## config.mk

```make
export PLATFORM = sky130hd
export DESIGN_NAME = i2sin
export DESIGN_NICKNAME = d
export VERILOG_FILES = /design/src/rtl/i2s_pkg.sv /design/src/rtl/i2s_word_deser.sv /design/src/rtl/i2sin.sv
export SDC_FILE = /design/constraint.sdc
export NUM_CORES = 1
export LEC_CHECK = 0
export ABC_AREA = 1
export CAP_MARGIN = 15
export CORE_ASPECT_RATIO = 0.9
export CORE_MARGIN = 2
export CORE_UTILIZATION = 58
export CTS_CLUSTER_SIZE = 12
export DETAILED_ROUTE_END_ITERATION = 8
export HOLD_SLACK_MARGIN = 0.02
export PLACE_DENSITY = 0.85
export SLEW_MARGIN = 40
export SYNTH_ARGS = -nofsm -noshare
export SYNTH_HDL_FRONTEND = slang
export SYNTH_SLANG_ARGS = --single-unit
```

## constraint.sdc

```tcl
create_clock -name sck -period 3.9 [get_ports sck]
set_input_delay 0.39 -clock sck [delete_from_list [all_inputs] [get_ports sck]]
set_output_delay 0.39 -clock sck [all_outputs]
set_load 0.03 [all_outputs]
```

## src/rtl/i2s_pkg.sv

```systemverilog
// Shared I2S definitions: default sample width, channel encoding on ws, receiver states.
package i2s_pkg;

    localparam int unsigned DEFAULT_BITS_PRECISION = 24;

    localparam logic WS_LEFT  = 1'b0;
    localparam logic WS_RIGHT = 1'b1;

    typedef enum logic [1:0] {
        SYNC,
        RECV_L,
        RECV_R
    } rx_state_t;

endpackage

```

## src/rtl/i2s_word_deser.sv

```systemverilog
// MSB-first word deserialiser: gated shift register, saturating bit count, left-align of the
// word finalised in the current cycle (the current sd bit included).
module i2s_word_deser
    import i2s_pkg::*;
#(
    parameter int unsigned BITS_PRECISION = DEFAULT_BITS_PRECISION
) (
    input  logic                      sck,
    input  logic                      rst,
    input  logic                      clear,
    input  logic                      shift_en,
    input  logic                      sd,
    output logic [BITS_PRECISION-1:0] word,
    output logic                      len_ok
);

    localparam int unsigned CNT_W = $clog2(BITS_PRECISION + 2);
    localparam logic [CNT_W-1:0] CNT_FULL = CNT_W'(BITS_PRECISION);
    localparam logic [CNT_W-1:0] CNT_SAT  = CNT_W'(BITS_PRECISION + 1);

    logic [BITS_PRECISION-1:0] shreg, shreg_nx;
    logic [CNT_W-1:0]          cnt, cnt_nx, n_bits;

    // Bits past the word width are dropped; the count keeps going to flag over-length.
    always_comb begin
        shreg_nx = shreg;
        if (cnt < CNT_FULL) begin
            shreg_nx = {shreg[BITS_PRECISION-2:0], sd};
        end
        cnt_nx = (cnt == CNT_SAT) ? cnt : cnt + CNT_W'(1);
        n_bits = (cnt_nx > CNT_FULL) ? CNT_FULL : cnt_nx;
        word   = shreg_nx << (CNT_FULL - n_bits);
        len_ok = (cnt_nx == CNT_FULL);
    end

    always_ff @(posedge sck) begin
        if (rst || clear) begin
            shreg <= '0;
            cnt   <= '0;
        end else if (shift_en) begin
            shreg <= shreg_nx;
            cnt   <= cnt_nx;
        end
    end

endmodule

```

## src/rtl/i2sin.sv

```systemverilog
// I2S (Philips) receiver: deserialises ws/sd into left/right samples, pulses data_valid per frame.
// Define I2SIN_LEN_CHECK_EN to add the frame_err output flagging words of the wrong length.
module i2sin
    import i2s_pkg::*;
#(
    parameter int unsigned BITS_PRECISION = DEFAULT_BITS_PRECISION
) (
    input  logic                      sck,
    input  logic                      rst,
    input  logic                      ws,
    input  logic                      sd,
    output logic [BITS_PRECISION-1:0] l_data,
    output logic [BITS_PRECISION-1:0] r_data,
    output logic                      data_valid
`ifdef I2SIN_LEN_CHECK_EN
    ,
    output logic                      frame_err
`endif
);

    rx_state_t                 state;
    logic                      ws_d;
    logic                      fall, rise;
    logic                      clear, shift_en;
    logic [BITS_PRECISION-1:0] word;
    logic                      len_ok;
    logic [BITS_PRECISION-1:0] l_hold;

    assign fall     = (ws_d == WS_RIGHT) && (ws == WS_LEFT);
    assign rise     = (ws_d == WS_LEFT) && (ws == WS_RIGHT);
    assign shift_en = (state != SYNC);

    // Every accepted edge closes the current word; in SYNC the edge-cycle bit is just dropped.
    always_comb begin
        clear = 1'b0;
        unique case (state)
            SYNC:    clear = fall;
            RECV_L:  clear = rise;
            RECV_R:  clear = fall;
            default: clear = 1'b0;
        endcase
    end

    i2s_word_deser #(
        .BITS_PRECISION(BITS_PRECISION)
    ) u_deser (
        .sck      (sck),
        .rst      (rst),
        .clear    (clear),
        .shift_en (shift_en),
        .sd       (sd),
        .word     (word),
        .len_ok   (len_ok)
    );

`ifdef I2SIN_LEN_CHECK_EN
    logic l_ok;
`else
    logic unused_len_ok;
    assign unused_len_ok = len_ok;
`endif

    always_ff @(posedge sck) begin
        if (rst) begin
            state      <= SYNC;
            ws_d       <= 1'b0;
            l_hold     <= '0;
            l_data     <= '0;
            r_data     <= '0;
            data_valid <= 1'b0;
`ifdef I2SIN_LEN_CHECK_EN
            l_ok       <= 1'b0;
            frame_err  <= 1'b0;
`endif
        end else begin
            ws_d       <= ws;
            data_valid <= 1'b0;
`ifdef I2SIN_LEN_CHECK_EN
            frame_err  <= 1'b0;
`endif
            case (state)
                SYNC: begin
                    if (fall) state <= RECV_L;
                end
                RECV_L: begin
                    if (rise) begin
                        l_hold <= word;
`ifdef I2SIN_LEN_CHECK_EN
                        l_ok   <= len_ok;
`endif
                        state  <= RECV_R;
                    end
                end
                RECV_R: begin
                    if (fall) begin
                        l_data     <= l_hold;
                        r_data     <= word;
                        data_valid <= 1'b1;
`ifdef I2SIN_LEN_CHECK_EN
                        frame_err  <= !(l_ok && len_ok);
`endif
                        state      <= RECV_L;
                    end
                end
                default: state <= SYNC;
            endcase
        end
    end

endmodule

```

Yosys cells after proc, flatten, opt, wreduce, memory -nomap -nowiden. Cells that the tools add are included.

$add $sub $neg: 2. $lt $le $gt $ge: 2. Eq/ne operators: 5. Shifts and indexed selects: 1. Mux-type cells: 8. Bitwise operators: 3. Reduce and logical (&&, ||, !) cells: 10.

Operator list (count): $mux 24 (1); $shl 24x5->24 (1); $mux 5 (2); $reduce_and 2->1 (3); $add 5x1->5 const B (1); $eq 5x5->1 const B (1); $gt 5x5->1 const B (1); $lt 5x5->1 const B (1); $sub 5x5->5 const A (1); $mux 2 (2); $pmux 2 s2 (1); $reduce_or 2->1 (2); $not 1->1 (3); $eq 2x1->1 const B (1); $eq 2x2->1 const B (1); $logic_and 1x1->1 (2); $logic_not 2->1 (1); $ne 2x1->1 const B (1); $ne 2x2->1 const B (1); $pmux 1 s2 (1); $reduce_bool 2->1 (1); $logic_or 1x1->1 (1); $mux 1 (1).

Flip-flop bits (word level): 105. Input port bits: 4. Output and inout bits: 49. Word-level logic and storage cells: 39.

Longest topological paths before layout.
Word-level depth: 6. Mapped depth: 21. Depth with buffers taken out: 19.

Modules after synthesis. From an unflattened synthesis, not the netlist that was laid out.

Cell total of the unflattened synthesis: 991. Area total of the unflattened synthesis: 6112.1 um^2.

By module, submodules not included: i2sin (times used 1, cells an instance 465, area an instance 3153.0 um^2); i2s_word_deser (times used 1, cells an instance 526, area an instance 2959.1 um^2).

Least setup slack after synthesis. No wires, ideal clock.

Path kind: register to register. Start: register u_deser.cnt[0]. End: register l_hold[23]. Setup time: 0.124 ns. Arrival time: 2.746 ns. Required time: 3.776 ns. Setup slack: 1.030 ns. Cell stages (with the launch flop): 20. Clock period less this slack: 2.870 ns. Cells stage by stage: dfxtp_1 -> ha_1 -> nand2_1 -> inv_1 -> nand3_1 -> nand2_1 -> nand3_4 -> nand2_4 -> buf_4 -> ha_1 -> buf_2 -> inv_2 -> buf_1 -> nand2_1 -> nand3_1 -> nand2_1 -> nand2_1 -> nand2_1 -> nand2_1 -> o21ai_2.

Longest elaborated chain between the ends: 6. Elaborated cells between the ends (all ways): 9.

Ends and longest elaborated chain: from (decl) (RTL line i2s_word_deser.sv:22) `logic [CNT_W-1:0] cnt, cnt_nx, n_bits;`; from (signal assigned) (RTL line i2s_word_deser.sv:42) `cnt <= cnt_nx;`; $add 5x1->5 or $eq 5x5->1 (tied branches) (RTL line i2s_word_deser.sv:30) `cnt_nx = (cnt == CNT_SAT) ? cnt : cnt + CNT_W'(1);`; $mux 5 (RTL line i2s_word_deser.sv:30); $gt 5x5->1 (RTL line i2s_word_deser.sv:31) `n_bits = (cnt_nx > CNT_FULL) ? CNT_FULL : cnt_nx;`; $mux 5 (RTL line i2s_word_deser.sv:31); $sub 5x5->5 (RTL line i2s_word_deser.sv:32) `word = shreg_nx << (CNT_FULL - n_bits);`; $shl 24x5->24 (*) (RTL line i2s_word_deser.sv:32); to (signal assigned) (RTL line i2sin.sv:87) `l_hold <= word;`; to (decl) (RTL line i2sin.sv:27) `logic [BITS_PRECISION-1:0] l_hold;`.

Every way passes the cells marked *; elsewhere a longest branch is shown, timed or not. A chain may end at the register's enable or synchronous reset.

Worst setup path in the final report.
Start: register u_deser.cnt[0]. End: register r_data[17].

Longest elaborated chain between the ends: 6. Elaborated cells between the ends (all ways): 9.

Ends and longest elaborated chain: $add 5x1->5 or $eq 5x5->1 (tied branches) (RTL line i2s_word_deser.sv:30); $mux 5 (RTL line i2s_word_deser.sv:30); $gt 5x5->1 (RTL line i2s_word_deser.sv:31); $mux 5 (RTL line i2s_word_deser.sv:31); $sub 5x5->5 (RTL line i2s_word_deser.sv:32); $shl 24x5->24 (*) (RTL line i2s_word_deser.sv:32); to (signal assigned) (RTL line i2sin.sv:97) `r_data <= word;`; to (decl) (RTL line i2sin.sv:13) `output logic [BITS_PRECISION-1:0] r_data,`.

Marked as above.

==> impl_metrics.csv <==
group,metric,value,unit
run_status,status,"finished, final reports clean",
critical_path,startpoint,"u_deser.cnt[0]$_SDFFE_PP0P_",
cts,cts_hold_buffers,0,
cts,cts_buffer_depth,2,
routing,dr.pass1.iters,6,
pwr,p_leak,0.00295,uW
cts,cts_setup_buffers,0,
floorplan,die_area,10400,um2
timing,setup_viol,0,
global_routing,grt_use_met3,0.0458,
synthesis,yosys.area.top_type,"dfxtp_1",
timing,maxSlewHeadroom,0.516,
timing,rsz0062_at_grt,"no",
synthesis,synthSimpleGateAreaFrac,0.318,
cts,htreeDepth,3,
floorplan,die_width,107,um
timing,fin_crit,3.32,ns
synthesis,yosys-top-cells-area,"dfxtp_1 38%, nand3_1 14%, nand2_1 11%",
finish,nets,864,
synthesis,ys_seq_area_frac,0.379,
critical_path,regToRegStartpoint,"u_deser.cnt[0]$_SDFFE_PP0P_",
cts,cts_buffers,9,
synthesis,synth_warnings,0,
synthesis,yosys.area_share.adder,0.00677,
synthesis,synth_enable_flop_cells,0,
synthesis,ys_async_sr_fraction,0,
hold_path,min_path_type,"reg2reg",
timing,fmax,0.302,GHz
critical_path,criticalPathCategory,"reg2reg",
pwr,powerDensity,366,nW/um2
floorplan,coreArea,9210,um2
placed_design,dp_hpwl,10.7,mm
pwr,vdd.ir_drop.worst,267,uV
cts,cts_resized,0,
global_routing,antenna_found_initial,0,
critical_path,critPathMaxFanout,34,
critical_path,crit_end,"r_data[17]$_SDFFE_PP0P_",
finish,area_growth_syn_to_layout,11.8,%
pwr,power,2270,uW
routing,wl_per_cell,14.9,um
synthesis,syn_avg_cell_area,6.59,um2
critical_path,critPathCaptureType,"flop",
routing,routed_via_density,5.68,
critical_path,required,4.16,ns
timing,finalSetupTns,0,ns
synthesis,synth_most_common_cell,"nand2_1",
finish,nFillCells,816,
synthesis,netlist_area,5550,um2
cts,cts_tree,"yes",
synthesis,ys_seq_elements,105,
timing,final_hold_viol_count,0,
routing,ant_nets,0,
floorplan,num_io_pins,53,
routing,route.detailed.drc,0,
timing,maxSlewViolCount,0,
cts,root_buffer,"clkbuf_8",
routing,drt-total-wl,14.7,mm
synthesis,synth_nets,849,
floorplan,rows,33,
critical_path,reg2regPathDepth,13,
synthesis,postSynthCellCount,842,
routing,num_vias,5591,
placed_design,port_buffers,52,
run,drv_cap,0,
synthesis,synth-compound-area-share,0.173,
synthesis,muxShareOfSynthArea,0.00361,
synthesis,synth.top_cells.by_count,"164 x nand2_1, 153 x nand3_1, 105 x dfxtp_1",
synthesis,synth_top_area_frac,0.379,
timing,worstMarginPinSlew,0.726,ns
global_routing,busiest_layer,"met2",
global_routing,grt_pass1_wl,25.3,mm
synthesis,synth_top_family_by_area,"simple AND/OR/NAND/NOR gates",
global_routing,grt_overflow,0,
critical_path,start_kind,"flop",
placed_design,routabilityCongestion,0.940,
cts,cts.sinks,105,
critical_path,r2r_slack,0.58,ns
global_routing,track_usage,0.299,
finish,drive_gt1_frac,0.0568,
synthesis,yosysUniqueCellTypes,31,
global_routing,met2_usage,0.482,
timing,fin_crit_sh,0.850,
synthesis,synth-xor-area-share,0.00790,
floorplan,dieHeight,96.8,um
cts,path_clk_slew,0.10,ns
global_routing,grt_max_degree,77,
critical_path,r2r-end,"r_data[17]$_SDFFE_PP0P_",
cts,worst_skew_pair.late_latency,0.38,ns
critical_path,arrival,3.57,ns
timing,finClkSkew,0.00823,ns
finish,n_antenna_cell,0,
global_routing,use_met1,0.422,
global_routing,first_global_vias,5113,
floorplan,start_util,0.602,
routing,drtIter0Drc,646,
synthesis,synth_ff_type,"dfxtp_1",
[worst min-delay path by stage]
stage / end / from / slack (ns) / cells past startpoint
2_1_floorplan: l_data[18]$_SDFFE_PP0P_ / l_hold[18]$_SDFFE_PP0P_ / 0.42 / 2
3_3_place_gp: l_hold[0]$_SDFFE_PP0P_ / l_hold[0]$_SDFFE_PP0P_ / 0.44 / 2
3_5_place_dp: l_hold[3]$_SDFFE_PP0P_ / l_hold[3]$_SDFFE_PP0P_ / 0.45 / 2
4_1_cts: l_hold[20]$_SDFFE_PP0P_ / l_hold[20]$_SDFFE_PP0P_ / 0.47 / 2
5_1_grt: l_hold[16]$_SDFFE_PP0P_ / l_hold[16]$_SDFFE_PP0P_ / 0.49 / 2
6_report: l_data[14]$_SDFFE_PP0P_ / l_hold[14]$_SDFFE_PP0P_ / 0.47 / 2
[per-stage QoR]
step / cells / util / setup slack, ns / hold slack, ns / cell area [um2]
2_1_floorplan: 842 / - / 1.03 / 0.425 / 5550
3_3_place_gp: 968 / 0.653 / 0.762 / 0.443 / 6010
3_5_place_dp: 968 / 0.653 / 0.679 / 0.446 / 6010
4_1_cts: 984 / 0.673 / 0.631 / 0.468 / 6200
5_1_grt: 984 / 0.674 / 0.237 / 0.487 / 6200
6_report: 984 / 0.674 / 0.584 / 0.466 / 6200
[layout by cell type (no fill, tap or decap), types with 2 or more instances in the layout]
cell type        count
nand2_1            163
nand3_1            153
dfxtp_1            105
o21ai_0            102
inv_1               86
nor2_1              61
a21oi_1             56
clkdlybuf4s50_1     52
o21ai_1             14
nand2_2             11
clkbuf_8            10
nand4_1              8
buf_4                8
inv_2                3
o211ai_1             3
o22ai_1              3
ha_1                 3
mux2i_1              2
a21oi_2              2
clkinvlp_4           2
inv_8                2
[layout make-up]
cell class / instances / area [um2] / area share
tap: 122 / 153 / 0.0246
clock inverter: 6 / 51.3 / 0.00827
multi-input combinational: 591 / 2840 / 0.458
inverter: 90 / 340 / 0.0549
clock buffer: 10 / 138 / 0.0222
timing repair buffer: 60 / 581 / 0.0936
sequential: 105 / 2100 / 0.339
[where the power goes]
part	switching [uW]	internal, uW
sequential	15.7	1090
combinational	356	147
clock	395	259
[kinds of logic (layout without fill, tap and decap cells)]
logic type / after synthesis / after routing
AO/OA/AOI/OAI: 184 / 184
XOR/XNOR: 2 / 2
adder cells (fa/ha/maj): 3 / 3
buffers and inverters: 146 / 166
flip-flops: 105 / 105
multiplexers: 2 / 2
AND/OR/NAND/NOR: 400 / 400
[state kept, by name (all words and copies together), names as in the netlist]
register and count:
data_valid 1, l_data 24, l_hold 24, r_data 24, state 2, u_deser.cnt 5, u_deser.shreg 24, ws_d 1
[critical path, stage by stage, from the launching register on]
cell and delay [ns]:
dfxtp_1 0.55, ha_1 0.22, inv_1 0.05, nor2_1 0.15
nand2_2 0.12, xor2_4 0.20, nand2_4 0.22, ha_1 0.31
o21ai_0 0.22, nand2_2 0.33, inv_1 0.41, nand2_1 0.11
nand2_1 0.18, a21oi_1 0.09
[routing by layer]
metal | vias up | part of all wire
met3 | 17 | 0.062
met4 | 0 | 0.012
met1 | 2581 | 0.46
met2 | 191 | 0.47
met5 | - | 0
li1 | 2802 | -
(Power assumes the default switching activity.)
